<file path="src/rtl/issue_order_if.sv">
// Issue-stage bundle interface: per-slot ops/operands/flags in, squashed ops and
// the single shared-MDU issue port out.
`ifndef ALU_OP_WIDTH
`define ALU_OP_WIDTH 5
`endif
`ifndef DATA_WIDTH
`define DATA_WIDTH 32
`endif

interface issue_order_if #(
    parameter int unsigned ISSUE_W = 2,
    parameter int unsigned OP_W    = `ALU_OP_WIDTH,
    parameter int unsigned DATA_W  = `DATA_WIDTH
);
    logic [ISSUE_W*OP_W-1:0]   op_in;
    logic [ISSUE_W*DATA_W-1:0] s1_in;
    logic [ISSUE_W*DATA_W-1:0] s2_in;
    logic [ISSUE_W-1:0]        ldst_flag;
    logic [ISSUE_W-1:0]        branch_flag;
    logic                      fwd_stall;
    logic                      mdu_busy;
    logic                      mem_lden;
    logic [ISSUE_W*OP_W-1:0]   op_out;
    logic                      mdu_valid;
    logic [OP_W-1:0]           mdu_op;
    logic [DATA_W-1:0]         mdu_s1;
    logic [DATA_W-1:0]         mdu_s2;
    logic [ISSUE_W-1:0]        mdu_slot;
    logic                      hold_req;
    logic                      mem_lden_out;

    modport slave (
        input  op_in, s1_in, s2_in, ldst_flag, branch_flag, fwd_stall, mdu_busy, mem_lden,
        output op_out, mdu_valid, mdu_op, mdu_s1, mdu_s2, mdu_slot, hold_req, mem_lden_out
    );

    modport master (
        output op_in, s1_in, s2_in, ldst_flag, branch_flag, fwd_stall, mdu_busy, mem_lden,
        input  op_out, mdu_valid, mdu_op, mdu_s1, mdu_s2, mdu_slot, hold_req, mem_lden_out
    );
endinterface

</file>
<file path="src/rtl/issue_order_arb.sv">
// Head-of-EX issue ordering: squashes slots behind older ld/st or branches, NOPs slot 0
// after a forwarding stall, and serialises a bundle's MUL/DIV ops onto the shared MDU.
`ifndef ALU_OP_WIDTH
`define ALU_OP_WIDTH 5
`endif
`ifndef DATA_WIDTH
`define DATA_WIDTH 32
`endif
`ifndef ALU_MUL
`define ALU_MUL 16
`endif

module issue_order_arb #(
    parameter int unsigned ISSUE_W    = 2,
    parameter int unsigned OP_W       = `ALU_OP_WIDTH,
    parameter int unsigned DATA_W     = `DATA_WIDTH,
    parameter int unsigned MUL_OP_MIN = `ALU_MUL
) (
    input logic          clk,
    input logic          rst,
    issue_order_if.slave bus
);
    localparam logic [OP_W-1:0] MulMin = OP_W'(MUL_OP_MIN);

    typedef enum logic [0:0] {StIdle, StDrain} stateT;

    stateT              stateQ, stateD;
    logic [ISSUE_W-1:0] pendingQ, pendingD;
    logic               nop0Q;

    logic [OP_W-1:0]    slotOp [ISSUE_W];
    logic [ISSUE_W-1:0] live, isMdu, eligible, issueSet, issueOh, remaining;
    logic               blocked, issue;
    int                 issueIdx;

    always_comb begin
        blocked = 1'b0;
        for (int i = 0; i < int'(ISSUE_W); i++) begin
            slotOp[i] = bus.op_in[i*OP_W +: OP_W];
            if (i == 0 && nop0Q) slotOp[i] = '0;
            isMdu[i] = (slotOp[i] >= MulMin);
            live[i]  = !(i == 0 && nop0Q) && !blocked;
            blocked  = blocked | bus.ldst_flag[i] | bus.branch_flag[i];
        end
        eligible = live & isMdu;
    end

    // In DRAIN the pending mask was frozen at entry; fresh squash/nop0 results are ignored.
    always_comb begin
        issueSet = (stateQ == StDrain) ? pendingQ : eligible;
        issueOh  = '0;
        issueIdx = 0;
        for (int i = int'(ISSUE_W) - 1; i >= 0; i--) begin
            if (issueSet[i]) begin
                issueOh    = '0;
                issueOh[i] = 1'b1;
                issueIdx   = i;
            end
        end
        remaining = issueSet & ~issueOh;
    end

    always_comb begin
        stateD           = stateQ;
        pendingD         = pendingQ;
        issue            = 1'b0;
        bus.op_out       = '0;
        bus.mdu_valid    = 1'b0;
        bus.mdu_op       = '0;
        bus.mdu_s1       = '0;
        bus.mdu_s2       = '0;
        bus.mdu_slot     = '0;
        bus.hold_req     = 1'b0;
        bus.mem_lden_out = 1'b0;
        if (!rst) begin
            unique case (stateQ)
                StIdle: begin
                    if ((|eligible) && bus.mdu_busy) begin
                        bus.hold_req = 1'b1;
                    end else begin
                        for (int i = 0; i < int'(ISSUE_W); i++) begin
                            if (live[i] && !isMdu[i]) bus.op_out[i*OP_W +: OP_W] = slotOp[i];
                        end
                        bus.mem_lden_out = bus.mem_lden;
                        if (|eligible) begin
                            issue = 1'b1;
                            if (|remaining) begin
                                pendingD     = remaining;
                                bus.hold_req = 1'b1;
                                stateD       = StDrain;
                            end
                        end
                    end
                end
                StDrain: begin
                    if (bus.mdu_busy) begin
                        bus.hold_req = 1'b1;
                    end else begin
                        issue    = 1'b1;
                        pendingD = remaining;
                        if (|remaining) bus.hold_req = 1'b1;
                        else            stateD       = StIdle;
                    end
                end
                default: stateD = StIdle;
            endcase
            if (issue) begin
                bus.mdu_valid = 1'b1;
                bus.mdu_op    = bus.op_in[issueIdx*OP_W +: OP_W];
                bus.mdu_s1    = bus.s1_in[issueIdx*DATA_W +: DATA_W];
                bus.mdu_s2    = bus.s2_in[issueIdx*DATA_W +: DATA_W];
                bus.mdu_slot  = issueOh;
            end
        end
    end

    always_ff @(posedge clk or posedge rst) begin
        if (rst) begin
            stateQ   <= StIdle;
            pendingQ <= '0;
            nop0Q    <= 1'b0;
        end else begin
            stateQ   <= stateD;
            pendingQ <= pendingD;
            nop0Q    <= bus.fwd_stall;
        end
    end
endmodule

</file>
<file path="src/flat_wrapper.sv">
// flat-port wrapper written by rule: the top's interface ports become plain ports
module issue_order_arb_flat 
#(
    parameter int unsigned ISSUE_W    = 2,
    parameter int unsigned OP_W       = `ALU_OP_WIDTH,
    parameter int unsigned DATA_W     = `DATA_WIDTH,
    parameter int unsigned MUL_OP_MIN = `ALU_MUL
)
  (clk, rst, bus_op_in, bus_s1_in, bus_s2_in, bus_ldst_flag, bus_branch_flag, bus_fwd_stall, bus_mdu_busy, bus_mem_lden, bus_op_out, bus_mdu_valid, bus_mdu_op, bus_mdu_s1, bus_mdu_s2, bus_mdu_slot, bus_hold_req, bus_mem_lden_out);
  issue_order_if #(.ISSUE_W(ISSUE_W), .OP_W(OP_W), .DATA_W(DATA_W)) bus_i ();
  input logic clk;
  input logic rst;
  input wire logic [$bits(bus_i.op_in)-1:0] bus_op_in;
  input wire logic [$bits(bus_i.s1_in)-1:0] bus_s1_in;
  input wire logic [$bits(bus_i.s2_in)-1:0] bus_s2_in;
  input wire logic [$bits(bus_i.ldst_flag)-1:0] bus_ldst_flag;
  input wire logic [$bits(bus_i.branch_flag)-1:0] bus_branch_flag;
  input wire logic [$bits(bus_i.fwd_stall)-1:0] bus_fwd_stall;
  input wire logic [$bits(bus_i.mdu_busy)-1:0] bus_mdu_busy;
  input wire logic [$bits(bus_i.mem_lden)-1:0] bus_mem_lden;
  output wire logic [$bits(bus_i.op_out)-1:0] bus_op_out;
  output wire logic [$bits(bus_i.mdu_valid)-1:0] bus_mdu_valid;
  output wire logic [$bits(bus_i.mdu_op)-1:0] bus_mdu_op;
  output wire logic [$bits(bus_i.mdu_s1)-1:0] bus_mdu_s1;
  output wire logic [$bits(bus_i.mdu_s2)-1:0] bus_mdu_s2;
  output wire logic [$bits(bus_i.mdu_slot)-1:0] bus_mdu_slot;
  output wire logic [$bits(bus_i.hold_req)-1:0] bus_hold_req;
  output wire logic [$bits(bus_i.mem_lden_out)-1:0] bus_mem_lden_out;
  assign bus_i.op_in = bus_op_in;
  assign bus_i.s1_in = bus_s1_in;
  assign bus_i.s2_in = bus_s2_in;
  assign bus_i.ldst_flag = bus_ldst_flag;
  assign bus_i.branch_flag = bus_branch_flag;
  assign bus_i.fwd_stall = bus_fwd_stall;
  assign bus_i.mdu_busy = bus_mdu_busy;
  assign bus_i.mem_lden = bus_mem_lden;
  assign bus_op_out = bus_i.op_out;
  assign bus_mdu_valid = bus_i.mdu_valid;
  assign bus_mdu_op = bus_i.mdu_op;
  assign bus_mdu_s1 = bus_i.mdu_s1;
  assign bus_mdu_s2 = bus_i.mdu_s2;
  assign bus_mdu_slot = bus_i.mdu_slot;
  assign bus_hold_req = bus_i.hold_req;
  assign bus_mem_lden_out = bus_i.mem_lden_out;
  issue_order_arb #(.ISSUE_W(ISSUE_W), .OP_W(OP_W), .DATA_W(DATA_W), .MUL_OP_MIN(MUL_OP_MIN)) u_core (.clk(clk), .rst(rst), .bus(bus_i));
endmodule
</file>
<file path="config.mk">
export PLATFORM = sky130hd
export DESIGN_NAME = issue_order_arb_flat
export DESIGN_NICKNAME = d
export VERILOG_FILES = /design/src/rtl/issue_order_if.sv /design/src/rtl/issue_order_arb.sv /design/src/flat_wrapper.sv
export SDC_FILE = /design/constraint.sdc
export NUM_CORES = 1
export LEC_CHECK = 0
export CAP_MARGIN = 10
export CORE_AREA = 2 2 89 91
export DETAILED_ROUTE_END_ITERATION = 12
export DIE_AREA = 0 0 91 93
export GPL_TIMING_DRIVEN = 0
export PLACE_DENSITY = 0.69
export SYNTH_ARGS = -nofsm -noshare
export SYNTH_HDL_FRONTEND = slang
export SYNTH_SLANG_ARGS = --single-unit
</file>
<file path="constraint.sdc">
create_clock -name clk -period 2.1 [get_ports clk]
set_input_delay 0.21 -clock clk [delete_from_list [all_inputs] [get_ports clk]]
set_output_delay 0.21 -clock clk [all_outputs]
set_load 0.005 [all_outputs]
</file>
==> results.yml, run 1 <==
logic_synthesis:
  synth_top_cell_by_area: "a32o_1"
  synthesis.area_um2: 1160
  syn_inst: 137
  synthFlopType: "dfrtp_1"
  yosysSeqAreaShare_pct: 6.47
  synth_top_area_share_pct: 58.6
  yosysWarnings: 0
  synth_most_common_cell: "a32o_1"
  synth_area_leaders: "a32o_1 (59%), dfrtp_1 (6.5%), and2_2 (3.9%)"
  syn-mean-instance-area_um2: 8.48
  ys_ff_latch: 3
  synth_common_cells: "a32o_1 (68), clkbuf_1 (12), buf_2 (7)"
  synth-edff-count: 0
  async_flop_share_pct: 100
  synthDistinctLibCells: 30
timing:
  finalSetupViolations: 47
  maxSlewViolCount: 0
  rsz0062_at_grt: "yes"
  hold_viol_final: 0
  period_needed_ns: 2.22
  fin_skew_ns: 0.00253
  final_critical_path_setup_slack_ns: -0.123
  finalCritPeriodShare_pct: 106
  fmax_ghz: 0.450
  hold_slack_ns: 0.138
critical_path:
  endpoint_kind: "output port"
  cp.required_ns: 1.89
  worstSetupPathType: "register to output port"
  critPathMaxFanout: 10
  start_kind: "register"
  cp.arrival_ns: 2.01
floorplan:
  die_w_um: 91
  core_um2: 7530
  start_util_pct: 15.4
  ios: 231
  dieArea_um2: 8460
  die_h_um: 93
  rows: 32
placement:
  port_buffers: 226
  gp_congestion: 0.847
  place_area_um2: 3550
  place_hpwl_mm: 6.99
route:
  drt_wl_total_mm: 9.09
  antenna_left: 0
  drc: 0
  initialDrtViolationCount: 53
  routed-via-count: 2369
  first_pass_iters: 4
  avgViaCountPerCell: 4.76
  wl_per_cell_um: 18.2
grt:
  antenna_found_initial: 0
  grt_first_pass_wirelength_mm: 13.8
  grt_pass1_vias: 2484
  grt_usage_pct: 19.9
  grt_start_max_net_pins: 11
  grt_remaining_overflow: 0
finish:
  nNetsFinal: 544
  area_delta_synth_final_pct: 233
  n_antenna_cell: 0
  layout-drive-gt1-share_pct: 37.6
  fill_cells: 751
  stdcell_area_um2: 3860
job:
  cap_violations: 0
pwr:
  p_int_mw: 0.580
  combinationalPowerShare_pct: 70.6
  p_per_area_nw_per_um2: 207
  seqPwrFrac_pct: 8.8
  peakVddDrop_mv: 0.402
  clkPwrFrac_pct: 20.6
  total_power_mw: 0.802
  p_leak_nw: 1.71
  swShare_pct: 27.6
  p_sw_mw: 0.222
status:
  outcome: "finished with violations"
  violations: "setup timing"
clock_tree:
  cts_tree: "built"
  clock_path_buffers: 2
  clk_latency_ns: 0.21
  root_buffer: "clkbuf_8"
  cts_sinks: 3
  cts_buffers: 3
  h-tree-depth: 1
  clk_pin_slew_ns: 0.03
min_path:
  hold_path.class: "primary input to asynchronous set/reset pin"
logic make-up (layout without fill, tap and decap cells):
group	count (synthesis)	in the layout	share of synthesized area (%)
AOI/OAI and AO/OA	81	81	67.7
other	1	2	0.323
muxes	1	1	0.862
buffers and inverters	27	285	11.7
DFF	3	3	6.47
and+or+nand+nor	24	24	12.9
per-stage QoR:
step	instances	setup WS [ns]	utilization [%]	setup TNS (ns)
after detailed placement	466	-0.842	47.2	-60.34
after global placement	466	-0.837	47.2	-59.21
after CTS	494	-0.210	51.5	-5.84
final	498	-0.123	51.3	-2.09
after floorplan	138	0.278	-	0
after global routing	498	-0.180	51.3	-5.22
critical path: stages (launching register included):
cell and delay [ns]:
dfrtp_1 0.39, buf_6 0.13, or3b_4 0.39, a21oi_4 0.23
buf_4 0.17, clkbuf_8 0.15, a32o_1 0.13, clkdlybuf4s15_2 0.20
power by group through the flow:
stage	clock (mW)	sequential (mW)	combinational (mW)
after floorplan	0	0.0693	0.122
after global placement	0	0.0711	0.509
after detailed placement	0	0.0708	0.514
after CTS	0.168	0.0698	0.563
after global routing	0.176	0.0718	0.604
final	0.165	0.0707	0.566
timing repair:
action | CTS | global route
pin swaps | 18 | 13
cloned | 5 | 0
gates resized for setup | 336 | 36
buffers inserted | 19 | 6
setup endpoints to repair | 82 | 77
hold buffers | 0 | 0
registers in the layout, summed over array words and instances (netlist names):
signal / cells
u_core.nop0Q: 1
u_core.stateQ: 1
u_core.pendingQ: 1
final timing paths:
path	startpoint	to	slack, ns	cells past startpoint
worst max-delay path	u_core.stateQ	bus_mdu_s1[12]	-0.12	7
worst min-delay path	rst	u_core.pendingQ[1]	0.14	2
worst max register to register	u_core.nop0Q	u_core.stateQ	0.91	4
worst min register to register	u_core.pendingQ[1]	u_core.pendingQ[1]	0.61	2
max in group asynchronous	rst	u_core.stateQ	1.83	2
min in group clk	bus_ldst_flag[0]	u_core.pendingQ[1]	0.44	4
metal layers:
layer / GRT usage (%) / share of wire (%) / vias up
met5: 0 / 0 / -
met3: 4.35 / 8.0 / 6
met4: 2.15 / 0.68 / 0
met2: 37.5 / 52 / 119
met1: 23.8 / 40 / 1109
li1: - / - / 1135
cells in the final DEF, fill, tap and decap left out, types with 6 or more instances in the layout:
cell             Yosys  routed
and2_4               0       6
a32o_1              68      60
clkdlybuf4s50_1      0     143
buf_8                0       7
buf_2                7      57
clkdlybuf4s15_2      0      13
a32o_2               0       8
dlygate4sd2_1        0       8
buf_6                1      18
clkbuf_1            12       8
buf_4                5      16
layout make-up:
type                            count  area (um2)  area share (%)
Buffer                             23         226            5.86
Clock buffer                        4        45.0            1.17
Inverter                            2        7.51           0.194
Multi-Input combinational cell    108        1040            27.0
Sequential cell                     3        75.1            1.94
Tap cell                          102         128            3.30
Timing Repair Buffer              256        2340            60.5
Note: power is estimated with default switching activity, not from simulation.
==> inputs of run 2 (changes only) <==
--- a/config.mk
+++ b/config.mk
@@ -7,6 +7,7 @@
 export LEC_CHECK = 0
 export CAP_MARGIN = 10
 export CORE_AREA = 2 2 89 91
+export CTS_BUF_LIST = sky130_fd_sc_hd__clkbuf_8 sky130_fd_sc_hd__clkbuf_16
 export DETAILED_ROUTE_END_ITERATION = 12
 export DIE_AREA = 0 0 91 93
 export GPL_TIMING_DRIVEN = 0
==> results.yml, run 2 (same netlist as run 1, synthesis figures left out) <==
finish:
  area_delta_synth_final_pct: 233
  final_common_cell: "clkdlybuf4s50_1"
  top_regs: "u_core.nop0Q: 1 flops, u_core.pendingQ: 1 flops, u_core.stateQ: 1 flops"
  stdcell_area_um2: 3860
  layout.cells.non_filler: 498
  fin_util_pct: 51.3
  layout-drive-gt1-share_pct: 37.6
  final_cell_mix: "clkdlybuf4s50_1 (143), a32o_1 (60), buf_2 (57)"
  nNetsFinal: 544
  n_antenna_cell: 0
clock_tree:
  clock_path_buffers: 2
  cts_buffers: 3
  cts_tree: "built"
  cts_sinks: 3
  root_buffer: "clkbuf_8"
  h-tree-depth: 1
  clk_pin_slew_ns: 0.03
  clk_latency_ns: 0.21
floorplan:
  ios: 231
  rows: 32
  core_um2: 7530
  die_w_um: 91
  die_h_um: 93
  start_util_pct: 15.4
  dieArea_um2: 8460
grt:
  grt_pass1_vias: 2484
  grt_first_pass_wirelength_mm: 13.8
  grt_usage_pct: 19.9
  grt_remaining_overflow: 0
  grt_start_max_net_pins: 11
  antenna_found_initial: 0
route:
  wl_per_cell_um: 18.2
  drt_wl_total_mm: 9.08
  first_pass_iters: 4
  drc: 0
  antenna_left: 0
  initialDrtViolationCount: 56
  avgViaCountPerCell: 4.77
  routed-via-count: 2373
timing:
  fin_skew_ns: 0.00308
  maxSlewViolCount: 0
  period_needed_ns: 2.22
  fin_setup_tns_ns: -2.16
  hold_slack_ns: 0.140
  final_critical_path_setup_slack_ns: -0.125
  finalSetupViolations: 49
  fmax_ghz: 0.450
  hold_viol_final: 0
  rsz0062_at_grt: "yes"
  finalCritPeriodShare_pct: 106
critical_path:
  cp.arrival_ns: 2.01
  cp.required_ns: 1.89
  worstSetupPathType: "register to output port"
  critPathMaxFanout: 10
  endpoint_kind: "output port"
  start_kind: "register"
status:
  outcome: "finished with violations"
  violations: "setup timing"
pwr:
  total_power_mw: 0.798
  p_per_area_nw_per_um2: 206
  peakVddDrop_mv: 0.404
  p_leak_nw: 1.72
job:
  cap_violations: 0
placement:
  place_hpwl_mm: 6.99
  dp.cells: 466
  place_ws_ns: -0.842
  place_area_um2: 3550
  port_buffers: 226
  gp_congestion: 0.847
min_path:
  hold_path.class: "primary input to asynchronous set/reset pin"
==> run 2: changes by cell type in the layout (fill, tap and decap cells not counted), sizes merged <==
cell | previous run | this run
clkbuf | 14 | 13
inv | 2 | 3
==> run 2: critical path, cell delays in order, from the launching register on <==
cell	delay (ns)
dfrtp_1	0.40
buf_6	0.14
or3b_4	0.39
a21oi_4	0.23
buf_4	0.17
clkbuf_8	0.15
a32o_1	0.13
clkdlybuf4s15_2	0.20
==> run 2: area by class of cell <==
type,count,area [um2]
Inverter,2,7.51
Fill cell,751,3660
Buffer,23,226
Clock inverter,1,3.75
Timing Repair Buffer,256,2340
Tap cell,102,128
Sequential cell,3,75.1
Clock buffer,3,41.3
Multi-Input combinational cell,108,1040
==> run 2: timing repair <==
action | CTS | global route
cloned | 5 | 0
pin swaps | 18 | 13
setup buffers | 19 | 6
setup endpoints to repair | 82 | 77
gates resized for setup | 336 | 36
hold buffers | 0 | 0
==> run 2: path summary, 6_finish.rpt <==
check / start / to / slack, ns / cells past startpoint
max: u_core.stateQ / bus_mdu_s1[12] / -0.12 / 7
min: rst / u_core.pendingQ[1] / 0.14 / 2
max reg2reg: u_core.nop0Q / u_core.stateQ / 0.91 / 4
min reg2reg: u_core.pendingQ[1] / u_core.pendingQ[1] / 0.62 / 2
max in group asynchronous: rst / u_core.stateQ / 1.83 / 2
min in group clk: bus_fwd_stall / u_core.nop0Q / 0.44 / 1
==> run 2: per-layer routing <==
metal  track usage (%)  part of all wire [%]  routed length [um]
met1              23.8                    40                3590
met2              37.5                    52                4710
met3              4.35                   7.9                 719
met4              2.15                  0.68                  62
met5                 0                     0                   0
==> run 2: where the power goes <==
group / internal [mW] / switching [mW]
clock network: 0.124 / 0.0361
logic: 0.387 / 0.179
registers: 0.0639 / 0.00710
total: 0.575 / 0.223
==> inputs of run 3 (changes only) <==
--- a/config.mk
+++ b/config.mk
@@ -5,12 +5,11 @@
 export SDC_FILE = /design/constraint.sdc
 export NUM_CORES = 1
 export LEC_CHECK = 0
-export CAP_MARGIN = 10
+export ABC_CLOCK_PERIOD_IN_PS = 2100
 export CORE_AREA = 2 2 89 91
 export CTS_BUF_LIST = sky130_fd_sc_hd__clkbuf_8 sky130_fd_sc_hd__clkbuf_16
 export DETAILED_ROUTE_END_ITERATION = 12
 export DIE_AREA = 0 0 91 93
-export GPL_TIMING_DRIVEN = 0
 export PLACE_DENSITY = 0.69
 export SYNTH_ARGS = -nofsm -noshare
 export SYNTH_HDL_FRONTEND = slang
==> results.yml, run 3 (same netlist as run 1, synthesis figures left out) <==
status:
  outcome: "finished with violations"
  violations: "setup timing"
timing:
  rsz0062_at_grt: "yes"
  maxSlewViolCount: 0
  period_needed_ns: 2.35
  hold_viol_final: 0
  finalSetupViolations: 58
  fin_skew_ns: 0.00447
  finalCritPeriodShare_pct: 112
  fin_setup_tns_ns: -5.62
  hold_slack_ns: 0.306
  final_critical_path_setup_slack_ns: -0.254
  fmax_ghz: 0.425
grt:
  grt_first_pass_wirelength_mm: 13.4
  grt_pass1_vias: 2476
  grt_usage_pct: 19.8
  grt_start_max_net_pins: 38
  grt_remaining_overflow: 0
  antenna_found_initial: 0
finish:
  area_delta_synth_final_pct: 259
  layout.cells.non_filler: 520
  seq_area_um2: 75.1
  layout-drive-gt1-share_pct: 40.9
  final_cell_mix: "clkdlybuf4s50_1 (144), a32o_1 (68), buf_2 (47)"
  fin_util_pct: 55.4
  top_regs: "u_core.nop0Q: 1 flops, u_core.pendingQ: 1 flops, u_core.stateQ: 1 flops"
  final_common_cell: "clkdlybuf4s50_1"
  n_antenna_cell: 0
  stdcell_area_um2: 4170
  multi_input_area_um2: 1040
  nNetsFinal: 566
  fill_cells: 713
critical_path:
  reg2reg_setup_slack_ns: 0.59
  path_buf_inv: 10
  worstSetupPathType: "register to output port"
  critPathTopFamily: "buffers and inverters"
  worstSetupStartpoint: "u_core.stateQ"
  reg2reg_to: "u_core.stateQ"
  cp.depth: 13
  start_kind: "register"
  cp_slowest_cell: "dfrtp_1"
  slowest_delay_ns: 0.41
  cp.required_ns: 1.89
  cp.arrival_ns: 2.14
  rr_worst_depth: 8
  critPathMaxFanout: 4
  endpoint_kind: "output port"
  crit_top_cell: "buf_6"
  path_cells: "buf_6 > buf_6 > buf_6 > nand2_4 > o31ai_4 > buf_4 > buf_6 > buf_8 > buf_6 > buf_6 > buf_6 > a32o_1 > buf_2"
  rr_startpoint: "u_core.nop0Q"
pwr:
  p_per_area_nw_per_um2: 213
  total_power_mw: 0.886
  peakVddDrop_mv: 0.224
  p_leak_nw: 1.84
placement:
  place_hpwl_mm: 6.54
  dp.cells: 465
  gp_congestion: 0.816
  port_buffers: 226
  place_area_um2: 3700
  place_ws_ns: -0.542
route:
  first_pass_iters: 4
  drc: 0
  routed-via-count: 2595
  antenna_left: 0
  drt_wl_total_mm: 10.4
  wl_per_cell_um: 20.1
  initialDrtViolationCount: 94
  avgViaCountPerCell: 4.99
floorplan:
  dieArea_um2: 8460
  core_um2: 7530
  die_w_um: 91
  start_util_pct: 15.4
  die_h_um: 93
  rows: 32
  ios: 231
min_path:
  hold_path.class: "primary input to asynchronous set/reset pin"
job:
  cap_violations: 0
clock_tree:
  cts_buffers: 3
  clk_pin_slew_ns: 0.03
  cts_sinks: 3
  h-tree-depth: 1
  root_buffer: "clkbuf_8"
  clock_path_buffers: 2
  postCtsHoldBufs: 0
  clk_latency_ns: 0.23
  cts_tree: "built"
run 3: cell types whose count changed in the layout (fill, tap and decap cells not counted), moves of 2 or more:
cell and change:
clkbuf_2 +19, buf_6 +15, clkdlybuf4s15_2 -13, buf_2 -10, buf_4 +10, a32o_1 +8
a32o_2 -8, clkbuf_1 -7, clkbuf_16 +7, buf_12 +6, clkbuf_8 -2, dlymetal6s2s_1 -2
run 3: final cells by class:
| cell class | instances | share of cell area (%) |
|---|---|---|
| Clock inverter | 1 | 0.0901 |
| Clock buffer | 3 | 0.991 |
| Inverter | 2 | 0.180 |
| Multi-Input combinational cell | 108 | 25.0 |
| Sequential cell | 3 | 1.80 |
| Tap cell | 102 | 3.06 |
| Timing Repair Buffer | 301 | 68.8 |
run 3: layer usage:
layer  GRT usage (%)  up-vias  share of wire [%]
met3            3.95       14                8.0
li1                -     1177                  -
met2            36.2      147                 50
met5               0        -                  0
met1            23.8     1257                 41
met4            4.80        0                1.5
run 3: repair_timing:
| action | in CTS | in global routing |
|---|---|---|
| gates cloned | 2 | 10 |
| pin swaps | 18 | 32 |
| setup endpoints to repair | 82 | 65 |
| buffers inserted | 16 | 27 |
| resized for setup | 224 | 108 |
run 3: how the worst max path moves through the flow:
stage,endpoint,slack (ns)
final,bus_mdu_s2[17],-0.25
after detailed placement,bus_mdu_s2[25],-0.54
after CTS,bus_mdu_s1[9],-0.32
after global placement,bus_mdu_s2[5],-0.49
after floorplan,bus_op_out[6],0.28
after global routing,bus_mdu_s2[21],-0.31
run 3: power breakdown:
part           internal [mW]  switching [mW]  total (mW)  leakage, nW
logic                  0.433           0.210       0.643         1.77
clock network          0.125          0.0498       0.175       0.0269
registers             0.0638         0.00410      0.0679       0.0383
total                  0.622           0.264       0.886         1.84
